===== src/rtl/rx_wb_pack_pkg.sv =====
// rtl/rx_wb_pack_pkg.sv - shared encodings and helpers for the wideband RX packer
package rx_wb_pack_pkg;

    typedef enum logic [1:0] {
        MODE_MSB16 = 2'd0,
        MODE_FULL  = 2'd1,
        MODE_PACK8 = 2'd2
    } mode_t;

    typedef enum logic [1:0] {
        ST_IDLE = 2'd0,
        ST_HDR  = 2'd1,
        ST_EMIT = 2'd2
    } state_t;

    localparam logic [3:0] HDR_TAG = 4'hA;

    // Words each enabled channel contributes; the reserved encoding 3 behaves as MSB16.
    function automatic logic [1:0] wpc_of(input logic [1:0] mode);
        case (mode)
            MODE_FULL:  return 2'd3;
            MODE_PACK8: return 2'd1;
            default:    return 2'd2;
        endcase
    endfunction

endpackage


===== src/rtl/rx_wb_fifo.sv =====
// rtl/rx_wb_fifo.sv - single-clock circular word buffer with occupancy and registered read
module rx_wb_fifo #(
    parameter int DEPTH = 64
) (
    input  logic                     clk,
    input  logic                     rst,
    input  logic                     wr_en,
    input  logic [15:0]              wr_data,
    input  logic                     rd_en,
    output logic [15:0]              rd_data,
    output logic                     rd_valid,
    output logic [$clog2(DEPTH):0]   count
);

    localparam int AW = $clog2(DEPTH);

    logic [15:0]   mem [DEPTH];
    logic [AW-1:0] wr_ptr;
    logic [AW-1:0] rd_ptr;
    logic          do_wr;
    logic          do_rd;

    // A pop on an empty buffer is ignored; a push into a full one cannot happen upstream
    assign do_rd = rd_en && (count != '0);
    assign do_wr = wr_en && (count != (AW+1)'(DEPTH));

    // Storage array; contents are only observable through count, so no reset
    always_ff @(posedge clk) begin
        if (do_wr) begin
            mem[wr_ptr] <= wr_data;
        end
    end

    // Pointers wrap naturally at the power-of-two depth; read port is registered
    always_ff @(posedge clk or posedge rst) begin
        if (rst) begin
            wr_ptr   <= '0;
            rd_ptr   <= '0;
            rd_data  <= '0;
            rd_valid <= 1'b0;
            count    <= '0;
        end else begin
            rd_valid <= do_rd;
            if (do_wr) begin
                wr_ptr <= wr_ptr + 1'b1;
            end
            if (do_rd) begin
                rd_data <= mem[rd_ptr];
                rd_ptr  <= rd_ptr + 1'b1;
            end
            if (do_wr && !do_rd) begin
                count <= count + 1'b1;
            end else if (!do_wr && do_rd) begin
                count <= count - 1'b1;
            end
        end
    end

endmodule


===== src/rtl/rx_wb_pack.sv =====
// rtl/rx_wb_pack.sv - multi-channel I/Q word packer feeding a readout FIFO; optional header via RX_WB_PACK_HDR_EN
import rx_wb_pack_pkg::*;

module rx_wb_pack #(
    parameter int NCH      = 4,
    parameter int IN_WIDTH = 18,
    parameter int DEPTH    = 64
) (
    input  logic                     adc_clk,
    input  logic                     reset,
    input  logic                     in_avail,
    input  logic [NCH*IN_WIDTH-1:0]  in_i,
    input  logic [NCH*IN_WIDTH-1:0]  in_q,
    input  logic [NCH-1:0]           ch_en,
    input  logic [1:0]               mode,
    input  logic                     rd_en,
    output logic [15:0]              rd_data,
    output logic                     rd_valid,
    output logic [$clog2(DEPTH):0]   count,
    output logic                     busy,
    output logic                     ovf,
    input  logic                     ovf_clr
);

    localparam int CW = $clog2(DEPTH) + 1;
    localparam int W  = IN_WIDTH;

    state_t              state;
    state_t              next_state;
    logic [NCH*W-1:0]    hold_i;
    logic [NCH*W-1:0]    hold_q;
    logic [1:0]          mode_h;
    logic [NCH-1:0]      remain;
    logic [1:0]          word_idx;
    logic [CW-1:0]       set_len;
    logic [CW-1:0]       free_words;
    logic                accept;
    logic                drop;
    logic [W-1:0]        cur_i;
    logic [W-1:0]        cur_q;
    logic [NCH-1:0]      cur_bit;
    logic                last_word;
    logic                last_chan;
    logic                wr_en;
    logic [15:0]         wr_data;
`ifdef RX_WB_PACK_HDR_EN
    logic [11:0]         seq;
`endif

    // Builds one output word for the current channel from its held I/Q pair
    function automatic logic [15:0] fmt_word(input logic [1:0] md, input logic [1:0] idx,
                                             input logic [W-1:0] iv, input logic [W-1:0] qv);
        logic [7:0] i_hi;
        logic [7:0] q_hi;
        i_hi = 8'($signed(iv) >>> 16);
        q_hi = 8'($signed(qv) >>> 16);
        if (md == MODE_FULL) begin
            if (idx == 2'd0) return iv[15:0];
            if (idx == 2'd1) return qv[15:0];
            return {i_hi, q_hi};
        end
        if (md == MODE_PACK8) begin
            return {iv[W-1 -: 8], qv[W-1 -: 8]};
        end
        return (idx == 2'd0) ? iv[W-1 -: 16] : qv[W-1 -: 16];
    endfunction

    // Length of the set currently offered on the inputs, used for atomic admission
    always_comb begin
        set_len = '0;
        for (int k = 0; k < NCH; k++) begin
            set_len = set_len + CW'(ch_en[k]);
        end
        set_len = set_len * CW'(wpc_of(mode));
`ifdef RX_WB_PACK_HDR_EN
        set_len = set_len + CW'(1);
`endif
    end

    assign free_words = CW'(DEPTH) - count;
    assign accept     = in_avail && (set_len != '0) && (state == ST_IDLE) && (free_words >= set_len);
    assign drop       = in_avail && (set_len != '0) && !accept;
    assign busy       = (state != ST_IDLE);

    // Lowest still-pending channel is the one being emitted
    always_comb begin
        cur_i   = '0;
        cur_q   = '0;
        cur_bit = '0;
        for (int k = NCH - 1; k >= 0; k--) begin
            if (remain[k]) begin
                cur_i   = hold_i[k*W +: W];
                cur_q   = hold_q[k*W +: W];
                cur_bit = NCH'(1) << k;
            end
        end
    end

    assign last_word = (word_idx == wpc_of(mode_h) - 2'd1);
    assign last_chan = ((remain & ~cur_bit) == '0);

    // FSM state register
    always_ff @(posedge adc_clk or posedge reset) begin
        if (reset) begin
            state <= ST_IDLE;
        end else begin
            state <= next_state;
        end
    end

    // FSM next-state logic
    always_comb begin
        next_state = state;
        case (state)
            ST_IDLE: begin
                if (accept) begin
`ifdef RX_WB_PACK_HDR_EN
                    next_state = ST_HDR;
`else
                    next_state = ST_EMIT;
`endif
                end
            end
            ST_HDR:  next_state = (remain != '0) ? ST_EMIT : ST_IDLE;
            ST_EMIT: begin
                if (last_word && last_chan) begin
                    next_state = ST_IDLE;
                end
            end
            default: next_state = ST_IDLE;
        endcase
    end

    // FSM outputs: one FIFO write per HDR/EMIT cycle
    always_comb begin
        wr_en   = 1'b0;
        wr_data = '0;
        case (state)
            ST_HDR: begin
`ifdef RX_WB_PACK_HDR_EN
                wr_en   = 1'b1;
                wr_data = {HDR_TAG, seq};
`endif
            end
            ST_EMIT: begin
                wr_en   = 1'b1;
                wr_data = fmt_word(mode_h, word_idx, cur_i, cur_q);
            end
            default: ;
        endcase
    end

    // Holding registers and channel/word walk through the captured set
    always_ff @(posedge adc_clk or posedge reset) begin
        if (reset) begin
            hold_i   <= '0;
            hold_q   <= '0;
            mode_h   <= MODE_MSB16;
            remain   <= '0;
            word_idx <= '0;
        end else if (accept) begin
            hold_i   <= in_i;
            hold_q   <= in_q;
            mode_h   <= mode;
            remain   <= ch_en;
            word_idx <= '0;
        end else if (state == ST_EMIT) begin
            if (last_word) begin
                word_idx <= '0;
                remain   <= remain & ~cur_bit;
            end else begin
                word_idx <= word_idx + 2'd1;
            end
        end
    end

`ifdef RX_WB_PACK_HDR_EN
    // Sequence number advances once per accepted set, after its header is written
    always_ff @(posedge adc_clk or posedge reset) begin
        if (reset) begin
            seq <= '0;
        end else if (state == ST_HDR) begin
            seq <= seq + 12'd1;
        end
    end
`endif

    // Sticky overflow; a new drop wins over a same-cycle clear
    always_ff @(posedge adc_clk or posedge reset) begin
        if (reset) begin
            ovf <= 1'b0;
        end else if (drop) begin
            ovf <= 1'b1;
        end else if (ovf_clr) begin
            ovf <= 1'b0;
        end
    end

    rx_wb_fifo #(
        .DEPTH (DEPTH)
    ) u_fifo (
        .clk      (adc_clk),
        .rst      (reset),
        .wr_en    (wr_en),
        .wr_data  (wr_data),
        .rd_en    (rd_en),
        .rd_data  (rd_data),
        .rd_valid (rd_valid),
        .count    (count)
    );

endmodule


===== config.mk =====
export PLATFORM = sky130hd
export DESIGN_NAME = rx_wb_pack
export DESIGN_NICKNAME = d
export VERILOG_FILES = /design/src/rtl/rx_wb_pack_pkg.sv /design/src/rtl/rx_wb_fifo.sv /design/src/rtl/rx_wb_pack.sv
export SDC_FILE = /design/constraint.sdc
export NUM_CORES = 2
export LEC_CHECK = 0
export ABC_AREA = 1
export ABC_CLOCK_PERIOD_IN_PS = 7200
export CORE_MARGIN = 4
export CORE_UTILIZATION = 30
export CTS_BUF_LIST = sky130_fd_sc_hd__clkbuf_4 sky130_fd_sc_hd__clkbuf_8 sky130_fd_sc_hd__clkbuf_16
export DETAILED_ROUTE_END_ITERATION = 12
export GPL_TIMING_DRIVEN = 0
export PLACE_DENSITY = 0.56
export SKIP_CTS_REPAIR_TIMING = 1
export SLEW_MARGIN = 20
export SYNTH_ARGS = -nofsm -noshare
export SYNTH_HDL_FRONTEND = slang
export SYNTH_SLANG_ARGS = --single-unit

===== constraint.sdc =====
create_clock -name adc_clk -period 7.2 [get_ports adc_clk]
set_input_delay 1.8 -clock adc_clk [delete_from_list [all_inputs] [get_ports adc_clk]]
set_output_delay 1.8 -clock adc_clk [all_outputs]
set_load 0.02 [all_outputs]

Yosys cells after proc, flatten, opt, wreduce, memory -nomap -nowiden
Memories as Yosys holds them, arrays and structs flattened. A register that Yosys moved wholly into a read port is not among the register bits.
Index checks and enable logic that the tools add are counted.

cells by class
  reduce and logical (&&, ||, !) cells = 25
  bitwise operators = 2
  mux-type cells = 53
  equal/unequal tests = 11
  magnitude comparators = 1
  $mul = 1
  $add $sub $neg = 10

operator list
  kind                                                                    count
  16-bit 2-to-1 mux                                                       10
  18-bit 2-to-1 mux                                                       8
  4-bit 2-to-1 mux                                                        7
  1-bit 2-to-1 mux                                                        17
  7-bit 2-to-1 mux                                                        2
  7-bit nonzero test                                                      2
  6-bit by 1-bit adder with 6-bit output (second input constant)          2
  2-bit 2-to-1 mux                                                        6
  2-bit nonzero test                                                      5
  1-bit logical AND                                                       9
  2-bit by 1-bit equality test with 1-bit output (second input constant)  4
  2-bit case mux with 2 select lines                                      2
  7-bit by 1-bit adder with 7-bit output (second input constant)          1
  7-bit by 6-bit greater-or-equal comparator with 1-bit output            1
  7-bit inequality test (second input constant)                           1
  7-bit by 1-bit subtractor with 7-bit output (second input constant)     1
  7-bit subtractor (first input constant)                                 1
  2-bit equality test (second input constant)                             3
  4-bit by 2-bit multiplier with 6-bit output                             1
  2-bit case mux with 3 select lines                                      1
  3-bit by 1-bit adder with 4-bit output                                  1
  4-bit bitwise AND                                                       1
  2-bit zero test                                                         2
  4-bit zero test                                                         1
  other kinds (10)                                                        14

word-level totals
  flip-flop bits (word level) = 175
  input port bits = 155
  RAM bits = 1024
  memories = 1
  output and inout bits = 26
  logic and storage cells = 115

memories
  name        words  bits a word  read ports  clocked after memory_dff  wr ports  RTL line          source
  u_fifo.mem  64     16           1           1                         1         rx_wb_fifo.sv:17  logic [15:0] mem [DEPTH];

Logic depth before layout (Yosys ltp)
  word-level depth = 14
  depth in mapped cells = 20

By module
A second synthesis with hierarchy kept.

second synthesis, totals
  cell total of the unflattened synthesis = 5204
  area total of the unflattened synthesis = 52806.9 um2

modules (own cells, without submodules)
  module      cells each  area an instance (um2)  times used
  rx_wb_fifo  4067        44387.6                 1
  rx_wb_pack  1137        8419.3                  1

Worst setup path before layout
Ideal clock, no wire load.

  path kind = input-to-reg
  start point = input port ch_en[0]
  end point = register hold_i[22]
  stages = 20
  buffers on the path = 2
  setup time = 131 ps
  required time = 7069 ps
  slack = 2269 ps
  data arrival time = 4800 ps
  cells stage by stage = fa_1 -> ha_1 -> ha_1 -> inv_1 -> nor2_1 -> ha_1 -> fa_1 -> o21bai_1 -> nand2_1 -> ha_1 -> nand2_1 -> inv_1 -> nand2_1 -> nand3_1 -> nand2_1 -> inv_2 -> buf_4 -> buf_2 -> nand2_1 -> o21ai_0

on the way
  longest elaborated chain between the ends = 8
  elaborated cells between the ends (all ways) = 9
  those cells by class = 3 x add/sub; 1 x mul; 1 x order compare; 4 x reduce/logical

ends and longest elaborated chain
  what                                                                                                  RTL line           source
  from (decl)                                                                                           rx_wb_pack.sv:14   input logic [NCH-1:0] ch_en,
  1-bit by 1-bit adder with 2-bit output *                                                              rx_wb_pack.sv:72   set_len = set_len + CW'(ch_en[k]);
  2-bit by 1-bit adder with 3-bit output *                                                              rx_wb_pack.sv:72
  3-bit by 1-bit adder with 4-bit output *                                                              rx_wb_pack.sv:72
  4-bit by 2-bit multiplier with 6-bit output *                                                         rx_wb_pack.sv:74   set_len = set_len * CW'(wpc_of(mode));
  branches (longest 3 deep; another with 7-bit by 6-bit greater-or-equal comparator with 1-bit output)  --
  1-bit logical AND *                                                                                   rx_wb_pack.sv:81   assign accept = in_avail && (set_len != '0) && (state == ST_IDLE) && (free_words >= set_len);
  to (signal assigned)                                                                                  rx_wb_pack.sv:162  hold_i <= in_i;
  to (decl)                                                                                             rx_wb_pack.sv:30   logic [NCH*W-1:0] hold_i;

Every way passes the cells marked *.
A chain may end at the register's enable or synchronous reset.

Worst setup path after layout
  start point = input port ch_en[0]
  end point = register hold_q[18]

on the way
  longest elaborated chain between the ends = 8
  elaborated cells between the ends (all ways) = 9
  those cells by class = 3 x add/sub; 1 x mul; 1 x order compare; 4 x reduce/logical

ends and longest elaborated chain
  what                                                                                                  RTL line           source
  1-bit by 1-bit adder with 2-bit output *                                                              rx_wb_pack.sv:72
  2-bit by 1-bit adder with 3-bit output *                                                              rx_wb_pack.sv:72
  3-bit by 1-bit adder with 4-bit output *                                                              rx_wb_pack.sv:72
  4-bit by 2-bit multiplier with 6-bit output *                                                         rx_wb_pack.sv:74
  branches (longest 3 deep; another with 7-bit by 6-bit greater-or-equal comparator with 1-bit output)  --
  1-bit logical AND *                                                                                   rx_wb_pack.sv:81
  to (signal assigned)                                                                                  rx_wb_pack.sv:163  hold_q <= in_q;
  to (decl)                                                                                             rx_wb_pack.sv:31   logic [NCH*W-1:0] hold_q;

Marked as above.

==> impl_metrics.csv <==
group,metric,value,unit
synthesis,synth-xor-area-share,0.2476,%
synthesis,synth_area,0.05307,mm²
sta,worst_pin_slew,1.259,ns
grt,grt_pass1_vias,38220,
layout,drive_gt1_share,9.023,%
drt,drt_iter0_drc,4562,
synthesis,yosysTopAreaCellShare,57.95,%
clock_network,cts_buffers,130,
layout,num-nets-final,5928,
clock_network,clk_transition_reported_paths,0.07,ns
drt,routed-wl-met3,14.75,mm
sta,rsz0062_at_grt,"no",
drt,avgRoutedWirePerCell,23.27,µm
synthesis,ys_warn_count,0,
drt,met2_length,85.62,mm
pwr,powerDensity,473.1,mW/mm²
layout,finalNonFillerCells,8194,
critical_path,crit_top_cell,"nand2_1",
synthesis,synth_simple_gate_area_share,21.56,%
sta,min_period_over_period,81.26,%
drt,drt_wl_total,190.7,mm
grt,grt_pass1_wl,269.7,mm
critical_path,path_cells,"clkdlybuf4s50_1 -> fa_1 -> ha_1 -> ha_1 -> inv_1 -> nor2_1 -> ha_1 -> fa_1 -> inv_1 -> nand2_1 -> nor2_1 -> nand3_1 -> nand2_1 -> nor2_2 -> nand2_1 -> inv_2 -> clkbuf_1 -> nand2_1 -> o21ai_1",
synthesis,syn_inst,5350,
outcome,status,"complete, no violations",
hold_path,hp-start,"u_fifo.rd_data[12]$_DFFE_PP0P_",
placed_design,port-buffer-count,180,
drt,drcViolationCount,0,
sta,slew_headroom,15.81,%
synthesis,ys_seq_area_share,66.91,%
clock_network,clkSinkCount,1214,
floorplanning,pin_count,181,
sta,finClkSkew,0.03125,ns
synthesis,syn_avg_cell_area,9.919,µm²
clock_network,htree_levels,4,
critical_path,r2r_setup_slack,2.48,ns
synthesis,synth-compound-area-share,4.322,%
floorplanning,die_y,428.6,µm
placed_design,dp.final_hpwl,138.3,mm
drt,drtPass1Iterations,6,
placed_design,dp_cells,7955,
sta,final_hold_viol_count,0,
grt,grt_overflow,0,
grt,grt_max_degree,101,
pwr,seq_power_share,32.7,%
layout,utilization,36.57,%
critical_path,critical_path.max_fanout,10,
job,max-cap-violations,0,
floorplanning,die_x,428.6,µm
critical_path,r2r.worst_path.cells,17,
sta,fmaxAchievable,0.1709,GHz
clock_network,cts_tree,"yes",
pwr,netSwitchingFraction,42.82,%
floorplanning,core_area,0.1761,mm²
drt,vias,39940,
critical_path,criticalPathCategory,"in -> reg",
floorplanning,rows,154,
pwr,pwr-share-clk,23.3,%
clock_network,cts.path.max_buffers,3,
synthesis,synth_cell_types,36,
grt,gr-usage-all-layers,20.18,%
synthesis,synth-adder-area-share,0.6555,%
synthesis,synth_mux_area_share,0,%
synthesis,synth_top_family_by_area,"simple AND/OR/NAND/NOR gates",
critical_path,crit_required,7.90,ns
drt,vias_per_cell,4.874,
layout,multi_input_area,0.01466,mm²
critical_path,slowest_delay,0.64,ns
critical_path,start_kind,"input pin",
pwr,cellInternalPower,17420,µW
drt,wl_met1,80.62,mm
synthesis,synth_top_area_cell,"edfxtp_1",
pwr,power,30470,µW
critical_path,critPathSlowestCell,"clkbuf_1",
synthesis,syn-num-nets,5531,
pwr,combPwrFrac,44.0,%
layout,syn_to_final_growth,21.36,%
layout,fill_cells,17420,
pwr,ir_drop,0.3142,mV
sta,final-max-slew-violation-count,0,
synthesis,synth_area_leaders,"edfxtp_1, nand2_1, dfrtp_1",
hold_path,holdPathEnd,"u_fifo.rd_data[12]$_DFFE_PP0P_",
pwr,p_sw,13050,µW
placed_design,gp_congestion,0.9818,
drt,routed.top_layer,"met4",
critical_path,cp_data_arrival_time,6.55,ns
drt,ant_nets,0,
layout,register_area,0.03550,mm²
hold_path,hold_depth,2,
critical_path,r2r_start,"u_fifo.count[0]$_DFFE_PP0P_",
sta,min_period,5.851,ns
sta,setup-violations-final,0,
floorplanning,start_util,30.13,%
pwr,p_leak,0.02636,µW
grt,antenna_found_initial,3,
clock_network,insertion_delay,0.78,ns
floorplanning,die_area,0.1837,mm²
critical_path,end_kind,"flop",
synthesis,ys_ff_latch,1214,
hold_path,hold_path.class,"reg -> reg",
critical_path,r2r-end,"u_fifo.count[6]$_DFFE_PP0P_",
clock_network,cts_root_buf,"clkbuf_16",
-- layer usage --
metal | GRT usage, % | vias up
li1 | - | 18330
met1 | 27.41 | 19440
met2 | 31.43 | 1821
met3 | 3.504 | 349
met4 | 9.532 | 0
met5 | 0 | -
-- cell usage in the layout, fill, tap and decap left out, types with 42 or more instances in the layout --
master	instances
clkbuf_1	131
nor2_1	381
nor2_4	42
nand3_1	464
o21ai_0	206
buf_6	44
clkbuf_16	136
nand2_1	1935
inv_1	486
a21oi_1	156
edfxtp_1	1024
buf_2	93
dfrtp_1	190
clkdlybuf4s50_1	180
-- worst max-delay path, delay by kind of cell --
family          cells  cell delay (ns)
buf+inv             5             1.60
fa+ha+maj           5             1.83
compound gates      1             0.12
simple gates        8             1.19
-- state kept, by name, indices dropped and copies added, names as in the netlist --
| signal | count |
|---|---|
| hold_i | 72 |
| hold_q | 72 |
| mode_h | 2 |
| ovf | 1 |
| remain | 4 |
| state | 1 |
| u_fifo.count | 7 |
| u_fifo.mem | 1024 |
| u_fifo.rd_data | 16 |
| u_fifo.rd_ptr | 6 |
| u_fifo.rd_valid | 1 |
| u_fifo.wr_ptr | 6 |
| word_idx | 2 |
-- area by class of cell --
class	instances	area share, %
multi-input cells	3350	22.77
diodes	2	0.007771
clock buffers	171	5.780
clock inverters	66	1.257
flip-flops and latches	1214	55.13
repair buffers	265	5.302
inverters	498	2.918
plain buffers	288	2.294
well taps	2340	4.546
-- Yosys cell counts --
cell / number
nor2_1: 456
buf_2: 91
a211oi_1: 1
buf_6: 29
xor2_1: 13
nor3_1: 1
nor4_1: 3
dfrtp_1: 190
ha_1: 23
o22ai_1: 2
nand3_1: 464
buf_4: 7
xnor2_1: 2
o211ai_1: 40
a21boi_0: 1
buf_1: 27
edfxtp_1: 1024
a22oi_1: 4
a21oi_1: 160
nand4_1: 13
clkbuf_1: 131
buf_12: 1
clkinv_1: 5
nand2_1: 1935
inv_1: 487
buf_8: 2
o221ai_1: 3
or2_2: 5
fa_1: 3
a31oi_1: 4
nor2_2: 1
inv_2: 5
o21ai_1: 9
o21ai_0: 206
inv_4: 1
o21bai_1: 1
-- logic make-up after synthesis --
logic type,count (synthesis)
fa+ha+maj,26
simple gates,2878
compound gates,431
xor+xnor,15
flops,1214
buf+inv,786
-- metrics by stage --
| step | hold WS (ns) | setup WS (ns) | cell area [µm²] | setup TNS, ns |
|---|---|---|---|---|
| detailed placement | 0.4656 | 0.5577 | 59860 | 0 |
| global placement | 0.4626 | -3.010 | 57800 | -1185.10 |
| floorplan | 0.4487 | 0.2295 | 53070 | 0 |
| global route | 0.4961 | 1.125 | 64400 | 0 |
| CTS | 0.4820 | 1.376 | 64400 | 0 |
| finish | 0.4779 | 1.349 | 64400 | 0 |
-- worst max path at each step --
stage          slack [ns]      from                     endpoint
2_1_floorplan        0.23     reset        hold_i[0]$_DFFE_PP0P_
3_3_place_gp        -3.01     reset  u_fifo.count[0]$_DFFE_PP0P_
3_5_place_dp         0.56  ch_en[0]        hold_q[8]$_DFFE_PP0P_
4_1_cts              1.38  ch_en[0]        hold_q[8]$_DFFE_PP0P_
5_1_grt              1.13  ch_en[0]       hold_q[18]$_DFFE_PP0P_
6_report             1.35  ch_en[0]       hold_q[18]$_DFFE_PP0P_
-- power groups by stage --
| stage | clock network, µW | registers [µW] | logic (µW) |
|---|---|---|---|
| after floorplan | 0 | 10200 | 6420 |
| after global placement | 0 | 10400 | 11900 |
| after detailed placement | 0 | 10100 | 13200 |
| after CTS | 7180 | 9950 | 13200 |
| after global routing | 7460 | 10000 | 14300 |
| final | 7110 | 9960 | 13400 |
(Power assumes the default switching activity.)
